--- src/rtl/fb_pkg.sv ---
// Shared framebuffer constants and the rectangle-writer FSM state type.
package fb_pkg;

  localparam int WIDTH_DEFAULT      = 640;
  localparam int HEIGHT_DEFAULT     = 480;
  localparam int ADDR_WIDTH_DEFAULT = 20;
  localparam int DATA_WIDTH_DEFAULT = 9;

  localparam int CMD_X_BITS = 10;
  localparam int CMD_Y_BITS = 9;

  typedef enum logic [1:0] {
    ST_IDLE       = 2'd0,
    ST_WAIT_FRAME = 2'd1,
    ST_FILL       = 2'd2,
    ST_DONE       = 2'd3
  } fb_state_e;

endpackage

--- src/rtl/fb_rect_walker.sv ---
// Raster walker: column/row counters plus an incremental pixel address,
// stepping +1 along a row and reloading from row_base at each row end.
module fb_rect_walker
  import fb_pkg::*;
#(
  parameter int WIDTH      = WIDTH_DEFAULT,
  parameter int ADDR_WIDTH = ADDR_WIDTH_DEFAULT
) (
  input  logic                  clk,
  input  logic                  reset,
  input  logic                  load,
  input  logic                  step,
  input  logic [CMD_X_BITS-1:0] x,
  input  logic [CMD_Y_BITS-1:0] y,
  input  logic [CMD_X_BITS-1:0] w,
  input  logic [CMD_Y_BITS-1:0] h,
  output logic                  last_pixel,
  output logic [ADDR_WIDTH-1:0] addr
);

  localparam logic [ADDR_WIDTH-1:0] ROW_STRIDE = ADDR_WIDTH'(WIDTH);

  logic [CMD_X_BITS-1:0] col_cnt;
  logic [CMD_Y_BITS-1:0] row_cnt;
  logic [CMD_X_BITS-1:0] col_last;
  logic [CMD_Y_BITS-1:0] row_last;
  logic [ADDR_WIDTH-1:0] x_off;
  logic [ADDR_WIDTH-1:0] row_base;
  logic [ADDR_WIDTH-1:0] addr_q;

  logic [ADDR_WIDTH-1:0] row_start;
  logic [ADDR_WIDTH-1:0] next_base;

  // Constant-coefficient product, evaluated once per command at load time;
  // the per-pixel path below only ever adds.
  assign row_start = ADDR_WIDTH'(y) * ROW_STRIDE;
  assign next_base = row_base + ROW_STRIDE;

  assign last_pixel = (col_cnt == col_last) && (row_cnt == row_last);
  assign addr       = addr_q;

  // NOTE: sequential state uses non-blocking assignments so every register
  // samples pre-edge values, independent of statement order.
  always_ff @(posedge clk) begin
    if (reset) begin
      col_cnt  <= '0;
      row_cnt  <= '0;
      col_last <= '0;
      row_last <= '0;
      x_off    <= '0;
      row_base <= '0;
      addr_q   <= '0;
    end else if (load) begin
      col_cnt  <= '0;
      row_cnt  <= '0;
      col_last <= w - CMD_X_BITS'(1);
      row_last <= h - CMD_Y_BITS'(1);
      x_off    <= ADDR_WIDTH'(x);
      row_base <= row_start;
      addr_q   <= row_start + ADDR_WIDTH'(x);
    end else if (step) begin
      if (col_cnt == col_last) begin
        col_cnt  <= '0;
        row_cnt  <= row_cnt + CMD_Y_BITS'(1);
        row_base <= next_base;
        addr_q   <= next_base + x_off;
      end else begin
        col_cnt <= col_cnt + CMD_X_BITS'(1);
        addr_q  <= addr_q + ADDR_WIDTH'(1);
      end
    end
  end

endmodule

--- src/rtl/fb_rect_writer.sv ---
// Rectangle fill engine: accepts a clipped rectangle command and streams one
// palette-index write per cycle into pixel RAM in raster order.
module fb_rect_writer
  import fb_pkg::*;
#(
  parameter int WIDTH         = WIDTH_DEFAULT,
  parameter int HEIGHT        = HEIGHT_DEFAULT,
  parameter int ADDR_WIDTH    = ADDR_WIDTH_DEFAULT,
  parameter int DATA_WIDTH    = DATA_WIDTH_DEFAULT,
  parameter bit SYNC_TO_FRAME = 1'b0
) (
  input  logic                  clk,
  input  logic                  reset,
  input  logic                  cmd_valid,
  output logic                  cmd_ready,
  input  logic [CMD_X_BITS-1:0] cmd_x,
  input  logic [CMD_Y_BITS-1:0] cmd_y,
  input  logic [CMD_X_BITS-1:0] cmd_w,
  input  logic [CMD_Y_BITS-1:0] cmd_h,
  input  logic [DATA_WIDTH-1:0] cmd_color,
  input  logic                  screen_end,
  output logic                  wr_en,
  output logic [ADDR_WIDTH-1:0] wr_addr,
  output logic [DATA_WIDTH-1:0] wr_data,
  output logic                  busy,
  output logic                  done
);

  localparam logic [CMD_X_BITS:0] WIDTH_X  = (CMD_X_BITS+1)'(WIDTH);
  localparam logic [CMD_Y_BITS:0] HEIGHT_Y = (CMD_Y_BITS+1)'(HEIGHT);

  fb_state_e state, state_next;

  logic [DATA_WIDTH-1:0] color_q;
  logic [CMD_X_BITS:0]   room_w;
  logic [CMD_Y_BITS:0]   room_h;
  logic [CMD_X_BITS-1:0] clip_w;
  logic [CMD_Y_BITS-1:0] clip_h;
  logic                  empty;
  logic                  accept;
  logic                  walk_load;
  logic                  walk_step;
  logic                  last_pixel;
  logic [ADDR_WIDTH-1:0] walk_addr;

  // room_* is only meaningful when the corner lies on screen; empty covers
  // the off-screen case before the clipped size is ever used.
  always_comb begin
    room_w = WIDTH_X - {1'b0, cmd_x};
    room_h = HEIGHT_Y - {1'b0, cmd_y};
    clip_w = ({1'b0, cmd_w} < room_w) ? cmd_w : room_w[CMD_X_BITS-1:0];
    clip_h = ({1'b0, cmd_h} < room_h) ? cmd_h : room_h[CMD_Y_BITS-1:0];
    empty  = ({1'b0, cmd_x} >= WIDTH_X) || ({1'b0, cmd_y} >= HEIGHT_Y) ||
             (clip_w == '0) || (clip_h == '0);
  end

  assign accept    = cmd_valid && (state == ST_IDLE);
  assign walk_load = accept && !empty;
  // Holding the walker on the final pixel keeps wr_addr inside the frame.
  assign walk_step = (state == ST_FILL) && !last_pixel;

  fb_rect_walker #(
    .WIDTH      (WIDTH),
    .ADDR_WIDTH (ADDR_WIDTH)
  ) u_walker (
    .clk        (clk),
    .reset      (reset),
    .load       (walk_load),
    .step       (walk_step),
    .x          (cmd_x),
    .y          (cmd_y),
    .w          (clip_w),
    .h          (clip_h),
    .last_pixel (last_pixel),
    .addr       (walk_addr)
  );

  always_ff @(posedge clk) begin
    if (reset) begin
      state   <= ST_IDLE;
      color_q <= '0;
    end else begin
      state <= state_next;
      if (accept) color_q <= cmd_color;
    end
  end

  // NOTE: every output of this block gets a default before the case, so no
  // path leaves a signal unassigned and no latch is inferred.
  always_comb begin
    state_next = state;
    cmd_ready  = 1'b0;
    busy       = 1'b1;
    wr_en      = 1'b0;
    done       = 1'b0;
    unique case (state)
      ST_IDLE: begin
        cmd_ready = 1'b1;
        busy      = 1'b0;
        if (cmd_valid) begin
          if (empty)              state_next = ST_DONE;
          else if (SYNC_TO_FRAME) state_next = ST_WAIT_FRAME;
          else                    state_next = ST_FILL;
        end
      end
      ST_WAIT_FRAME: begin
        if (screen_end) state_next = ST_FILL;
      end
      ST_FILL: begin
        wr_en = 1'b1;
        if (last_pixel) state_next = ST_DONE;
      end
      ST_DONE: begin
        done       = 1'b1;
        state_next = ST_IDLE;
      end
      default: state_next = ST_IDLE;
    endcase
  end

  assign wr_addr = walk_addr;
  assign wr_data = color_q;

endmodule

--- config.mk ---
export PLATFORM = sky130hd
export DESIGN_NAME = fb_rect_writer
export DESIGN_NICKNAME = d
export VERILOG_FILES = /design/src/rtl/fb_pkg.sv /design/src/rtl/fb_rect_walker.sv /design/src/rtl/fb_rect_writer.sv
export SDC_FILE = /design/constraint.sdc
export NUM_CORES = 1
export LEC_CHECK = 0
export ABC_AREA = 1
export ABC_CLOCK_PERIOD_IN_PS = 6200
export CORE_ASPECT_RATIO = 1.75
export CORE_UTILIZATION = 55
export DETAILED_ROUTE_END_ITERATION = 8
export GPL_TIMING_DRIVEN = 0
export PLACE_DENSITY = 0.78
export SETUP_SLACK_MARGIN = 0.2
export SYNTH_ARGS = -nofsm -noshare
export SYNTH_HDL_FRONTEND = slang
export SYNTH_HIERARCHICAL = 1
export SYNTH_SLANG_ARGS = --single-unit
--- constraint.sdc ---
create_clock -name clk -period 6.2 [get_ports clk]
set_input_delay 1.55 -clock clk [delete_from_list [all_inputs] [get_ports clk]]
set_output_delay 1.55 -clock clk [all_outputs]
set_load 0.005 [all_outputs]
# Yosys cells after proc, flatten, opt, wreduce, memory -nomap -nowiden
# Cells that the tools add are included.
# totals
out_inout_bits	33
reg_bits	99
input_bits	51
# op_classes
mul	1
reduce_logical	18
n_mux	18
n_addsub	10
n_eq_ne	8
n_lt_le_gt_ge	4
# op_table
op	count
20-bit 2-to-1 mux	3
19-bit 2-to-1 mux	3
19-bit by 10-bit adder with 20-bit output	1
20-bit by 1-bit adder with 20-bit output, second input constant	1
20-bit by 10-bit adder with 20-bit output	1
20-bit by 10-bit adder with 20-bit output, second input constant	1
10-bit 2-to-1 mux	2
9-bit by 3-bit multiplier with 12-bit output, second input constant	1
10-bit by 11-bit < comparator with 1-bit output	1
10-bit by 10-bit subtractor with 11-bit output, first input constant	1
10-bit by 1-bit adder with 10-bit output, second input constant	1
10-bit equality test	1
10-bit greater-or-equal comparator, second input constant	1
10-bit zero test	1
9-bit by 10-bit < comparator with 1-bit output	1
10-bit by 1-bit subtractor with 10-bit output, second input constant	1
9-bit by 9-bit subtractor with 10-bit output, first input constant	1
9-bit by 1-bit adder with 9-bit output, second input constant	1
9-bit equality test	1
9-bit greater-or-equal comparator, second input constant	1
9-bit zero test	1
9-bit 2-to-1 mux	1
9-bit by 1-bit subtractor with 9-bit output, second input constant	1
2-bit case mux with 4 select lines	1
other kinds (13)	30

# Longest topological paths before layout
# logic_depth
ltp_word	10
ltp_mapped	31

# By module
# The synthesis kept the hierarchy.
# by_module_without_submodules
mod	seq_area_each_um2	cells_each	area_per_inst_um2	instances
fb_rect_walker	1621.6	867	5652.9	1
fb_rect_writer	220.2	282	1682.9	1

# Worst setup path before layout
# No wires, ideal clock.
# synth_path
kind	input to register
start	in cmd_x[0]
end	reg u_walker.addr_q[15] (netlist: u_walker/addr[15])
t_arrival_ns	4.784
setup_ns	0.110
cell_stages	29
t_required_ns	6.090
setup_slack_ns	1.306
path_buffers	3
path_cell_list	inv_1 -> ha_1 -> nand4_1 -> nand2_1 -> nand2_1 -> nand2_1 -> inv_1 -> ha_1 -> a21oi_1 -> nor2_1 -> o21ai_4 -> nand2_4 -> buf_6 -> nand2_1 -> nand2_1 -> nor2_1 -> nand3_1 -> nor2_1 -> nor2_2 -> nand2_1 -> nor2_1 -> clkbuf_1 -> nor2_1 -> inv_1 -> clkbuf_1 -> nor2_1 -> nor2_1 -> nand3_1 -> inv_1
# synth_via
elab_chain_len	9
word_cells_on_any_way	13
# synth_rtl
item	line	source
start: declaration	fb_rect_writer.sv:16	input logic [CMD_X_BITS-1:0] cmd_x,
10-bit by 10-bit subtractor with 11-bit output *	fb_rect_writer.sv:49	room_w = WIDTH_X - {1'b0, cmd_x};
10-bit by 11-bit < comparator with 1-bit output	fb_rect_writer.sv:51	clip_w = ({1'b0, cmd_w} < room_w) ? cmd_w : room_w[CMD_X_BITS-1:0];
10-bit 2-to-1 mux *	fb_rect_writer.sv:51	
named net clip_w[3]	fb_rect_writer.sv:37	logic [CMD_X_BITS-1:0] clip_w;
10-bit zero test *	fb_rect_writer.sv:54	(clip_w == '0) || (clip_h == '0);
1-bit logical OR *	fb_rect_writer.sv:53	empty = ({1'b0, cmd_x} >= WIDTH_X) || ({1'b0, cmd_y} >= HEIGHT_Y) ||
1-bit logical OR *	fb_rect_writer.sv:54	
1-bit zero test *	fb_rect_writer.sv:58	assign walk_load = accept && !empty;
1-bit logical AND *	fb_rect_writer.sv:58	
named net walk_load	fb_rect_writer.sv:41	logic walk_load;
20-bit 2-to-1 mux / 2-bit nonzero test (equally long branches)	--	
end signal: assignment	fb_rect_walker.sv:60	addr_q <= row_start + ADDR_WIDTH'(x);
end signal: assignment	fb_rect_walker.sv:66	addr_q <= next_base + x_off;
end signal: assignment	fb_rect_walker.sv:69	addr_q <= addr_q + ADDR_WIDTH'(1);
end: declaration	fb_rect_walker.sv:29	logic [ADDR_WIDTH-1:0] addr_q;
# Mark *: on every way through the listed nets, which the timed path passes. The rest lies on a longest branch.
# A chain may end at the register's enable or synchronous reset.

# Worst setup path in the final report
# layout_path
start	in cmd_x[0]
end	reg u_walker.col_cnt[1]
# layout_via
elab_chain_len	9
word_cells_on_any_way	11
# layout_rtl
item	line	source
10-bit by 10-bit subtractor with 11-bit output *	fb_rect_writer.sv:49	
10-bit by 11-bit < comparator with 1-bit output	fb_rect_writer.sv:51	
10-bit 2-to-1 mux *	fb_rect_writer.sv:51	
named net clip_w[3]	fb_rect_writer.sv:37	
10-bit zero test *	fb_rect_writer.sv:54	
1-bit logical OR *	fb_rect_writer.sv:53	
1-bit logical OR *	fb_rect_writer.sv:54	
1-bit zero test *	fb_rect_writer.sv:58	
1-bit logical AND *	fb_rect_writer.sv:58	
named net walk_load	fb_rect_writer.sv:41	
2-bit OR reduction (no line) *	--	
end signal: assignment	fb_rect_walker.sv:68	col_cnt <= col_cnt + CMD_X_BITS'(1);
end: declaration	fb_rect_walker.sv:23	logic [CMD_X_BITS-1:0] col_cnt;
# Marks and branches as above.

==> results list <==
* Per-cell via count in the routed design: about 5.6
* Commonest cells in the netlist: 286 x sky130_fd_sc_hd__nand2_1, 152 x sky130_fd_sc_hd__inv_1, 132 x sky130_fd_sc_hd__nor2_1
* Half-perimeter wire length of the detailed placement result: 18.1 mm
- Ys async rst share: 0
- Clock network fraction of design power: 0.258
- Of all cell types, the one taking the most synthesized area is sky130_fd_sc_hd__dfxtp_1.
- Via count of the first global-routing pass: around 7,700
- Die area: 13,800 um^2
* Detailed-route wire length per cell: between 15 and 20 um
* Worst hold path class: flop to flop
- After global routing, the most crowded layer is met2.
- Internal power component: 1.34 mW
- Post-synth EDFFs: 0
* Overflow left after global routing: 0
- The cell sitting at the root of the clock tree is a sky130_fd_sc_hd__clkbuf_16.
* Switching component of the power: 0.930 mW
* Synthesized flop and latch total: 92
- Power per Cell Area: roughly 260 nW/um^2
- Number of distinct library cell variants in the gate-level netlist after synthesis: 58
- Portion of the post-synthesis area used by sequential elements: 0.251
* Total Negative Setup Slacks: 0 ns
- The share of total power dissipated in sequential elements is 0.332.
- Counting cells, the worst reg-to-reg path comes to 15.
- Setup repair after global routing could not meet its margin everywhere.
* Global Route met2 Usage: 0.626
* Cell Count Post-Placement: 1,403
- Measured against the total synthesized area, the mux share comes to 0.
- The worst pin sits at a relative slew slack of 0.136.
- Area share of the largest cell type after synthesis: 0.251
- The first global-routing pass estimated 38.0 mm of wire.
- Rows: 55
* Number of nets in the final layout: 1,342
* Combinational cell fraction of total power: 0.410
- Clk Latency, worst-skew pair: between 0.3 and 0.4 ns
- Final hold viol count: 0
* Final GP Congestion: 0.957
- Clock slew seen by the registers of the worst setup and hold paths: approximately 0.08 ns
- Entering global routing, the biggest net connects 19 pins.
- Number of synthesis warnings: 6
- Maximum buffer depth of the clock tree: 2
- Final Routed Wirelength: 23.6 mm
* Layout cell share with drive strength beyond 1: 0.0649
- Die Ht: 155 um
- Basic-gate share of the synthesized area counting and, or, nand and nor cells: 0.356
- The H-tree was split into 3 levels.
* Switching part of the total: 0.409
* Number of endpoints failing setup at the final stage: 0
- Global-route met1 utilization: 0.359
- In the global route stage, met3 resource usage came out at 0.103.
- The analysis attributes to cell leakage a power of 3.95 nW.
- The critical path in this run is classified as input pin to flop.
- Post-Syn Nets: between 1,000 and 1,500
- The worst path needs 5.65 ns of the cycle, external delays included.
- Area fraction in compound gates after synthesis: 0.143
* Gate count of the mapped netlist: 1,149
* Main combinational cell family by area after synthesis: simple AND/OR/NAND/NOR gates
- For this design the top-level I/O count stands at 84.
- TritonCTS built the clock tree.
- GR Util All Layers: 0.364
- The pre-antenna-repair detailed-routing pass consisted of 5 iterations.
* Count of input and output buffers: between 80 and 90
- Each instance of the synthesized netlist takes up on average 6.38 um^2.
- The number of pins with negative max-slew slack in the final report came to 0.
- Clock tree synthesis found a total of 92 sinks.
- The layout has 1,251 filler cells.
- Routed via count: 7,924
* Number of diodes: 0
- IR analysis of the VDD net gives a maximum drop of about 0.00019 V.
* Starting Density: 0.567
- The run finished with clean final reports.
- F_max: approximately 180 MHz
- For the worst setup path, the data arrival time is between 5 and 6 ns.
* Chip width: 89.3 um
- STA classifies the critical path endpoint as a flop.
* Crit Path Max Fanout: 10
- Area share of xor/xnor cells in the synthesized design: 0.0645
- Arithmetic-cell share of the synthesized area counting full adders, half adders and majority gates: 0.0849
- Dividing the final minimum period by the clock period gives 0.911.
* Top_reg_cell synth: sky130_fd_sc_hd__dfxtp_1
- Number of buffers inserted by hold repair at cts: 0
- Post-synthesis instance area: 7340 um^2
- Sorting the synthesized cells by area gives the leading types as sky130_fd_sc_hd__dfxtp_1 25%, sky130_fd_sc_hd__nand2_1 15%, sky130_fd_sc_hd__inv_1 7.8%.
* Number of antenna violations at the first check in global routing: 0
* Clock Skew: 0.0117 ns
* Leading cell type by number of instances after synthesis: sky130_fd_sc_hd__nand2_1
* Area added between synthesis and finish: 19.0%
- Max-cap violations in this run came to 0.
- Kind of launch point of the worst setup path: input pin
* CTS buffer count: 9
* Number of post-CTS setup repair buffers: 0
- Count of unresolved DRC violations after routing: 0
- Number of nets with antenna violations after detailed routing: 0
- Layout Cells excl Fill: 1,419
- STA puts the critical path data required time at 6.47 ns.
- Hold Path Depth: 2
- The detailed router finished its first iteration with 550 violations.
- The total area inside the core boundary comes to 12,900 um^2.
- Tightest Pin Transition: between 1 and 1.5 ns
-- cell families (layout without fill, tap and decap cells) --
group	Yosys count	count (layout)
and+or+nand+nor	589	589
xor gates and xnor gates	54	54
DFF	92	92
AOI/OAI and AO/OA	181	181
adders and majority gates	48	48
buffers and inverters	185	284
-- final timing paths --
| check | from | end | slack, ns |
|---|---|---|---|
| hold / removal | wr_data[3] | wr_data[3] | 0.46 |
| hold reg to reg | wr_data[3] | wr_data[3] | 0.46 |
| setup / recovery | cmd_x[0] | u_walker/col_cnt[1] | 0.55 |
| setup reg to reg | u_walker/col_cnt[6] | u_walker/addr[3] | 2.08 |
-- routing by layer --
metal / part of all wire / up-vias / wire (um)
li1: - / 3941 / -
met1: 0.34 / 3566 / 8080
met2: 0.51 / 306 / 12000
met3: 0.070 / 111 / 1660
met4: 0.079 / 0 / 1860
met5: 0 / - / 0
-- sequential cells by signal (all words and copies together) (netlist names) --
signal and flops:
u_walker/row_last 9, u_walker/x_off 10, u_walker/row_base 13, u_walker/col_cnt 10
u_walker/col_last 10, wr_data 9, u_walker/row_cnt 9, u_walker/addr 20
state 2
-- through the flow --
stage	hold slack, ns	cell area (um^2)	total power [mW]	setup WS [ns]	util
after floorplan	0.440	7340	1.32	1.31	-
after global placement	0.448	8380	1.65	-0.396	0.648
after detailed placement	0.452	8380	1.66	-0.426	0.648
after CTS	0.463	8700	2.25	0.234	0.673
after global routing	0.476	8730	2.41	0.186	0.675
final	0.462	8730	2.27	0.551	0.675
-- power groups by stage --
stage | Combinational (mW) | Sequential (mW) | Clock [mW]
after CTS | 0.905 | 0.752 | 0.592
after global placement | 0.887 | 0.764 | 0
after floorplan | 0.581 | 0.743 | 0
final | 0.932 | 0.755 | 0.586
after global routing | 1.03 | 0.765 | 0.614
after detailed placement | 0.898 | 0.765 | 0
-- placed cells by master, fill, tap and decap left out, types with 10 or more instances in the layout --
master and count:
sky130_fd_sc_hd__xor2_1 35, sky130_fd_sc_hd__nor2_1 130, sky130_fd_sc_hd__o21ai_0 58, sky130_fd_sc_hd__nand2_1 285
sky130_fd_sc_hd__ha_1 45, sky130_fd_sc_hd__a21oi_1 66, sky130_fd_sc_hd__nor2_2 10, sky130_fd_sc_hd__a31oi_1 10
sky130_fd_sc_hd__xnor2_1 19, sky130_fd_sc_hd__o211ai_1 10, sky130_fd_sc_hd__nand3_1 79, sky130_fd_sc_hd__inv_1 151
sky130_fd_sc_hd__nor3_1 18, sky130_fd_sc_hd__clkdlybuf4s50_1 83, sky130_fd_sc_hd__dfxtp_1 92, sky130_fd_sc_hd__nand4_1 21
-- final cells by class --
cell class                 instances  area (um^2)  share of cell area
multi-input combinational        872         4780               0.547
sequential                        92         1840               0.211
timing repair buffer              83          831              0.0952
inverter                         158          596              0.0682
clock buffer                       9          225              0.0258
tap                              171          214              0.0245
buffer                            27          153              0.0175
clock inverter                     7         91.3              0.0105
-- timing repair --
action                                  4_1_cts  5_1_grt
endpoints found under the setup margin       31       64
resized for setup                             5       21
hold endpoints to repair                      0        0
-- worst max-delay path: stages --
cell                              delay (ns)
sky130_fd_sc_hd__clkdlybuf4s50_1        0.49
sky130_fd_sc_hd__inv_1                  0.15
sky130_fd_sc_hd__ha_1                   0.30
sky130_fd_sc_hd__nand4_1                0.18
sky130_fd_sc_hd__nand2_1                0.09
sky130_fd_sc_hd__nand2_1                0.05
sky130_fd_sc_hd__nand2_1                0.09
sky130_fd_sc_hd__inv_1                  0.05
sky130_fd_sc_hd__ha_1                   0.28
sky130_fd_sc_hd__a21oi_1                0.13
sky130_fd_sc_hd__nor2_1                 0.08
sky130_fd_sc_hd__o21ai_4                0.24
sky130_fd_sc_hd__nand2_4                0.11
sky130_fd_sc_hd__buf_6                  0.15
sky130_fd_sc_hd__nand2_1                0.05
sky130_fd_sc_hd__nand2_1                0.13
sky130_fd_sc_hd__nor2_1                 0.14
sky130_fd_sc_hd__nand3_1                0.08
sky130_fd_sc_hd__nor2_1                 0.12
sky130_fd_sc_hd__nor2_2                 0.08
sky130_fd_sc_hd__nand2_1                0.06
sky130_fd_sc_hd__nor2_1                 0.06
sky130_fd_sc_hd__clkbuf_4               0.21
sky130_fd_sc_hd__nor2_2                 0.33
sky130_fd_sc_hd__nand2_1                0.27
sky130_fd_sc_hd__buf_2                  0.26
sky130_fd_sc_hd__a211oi_1               0.17
Power figures use the tool's default switching activity.
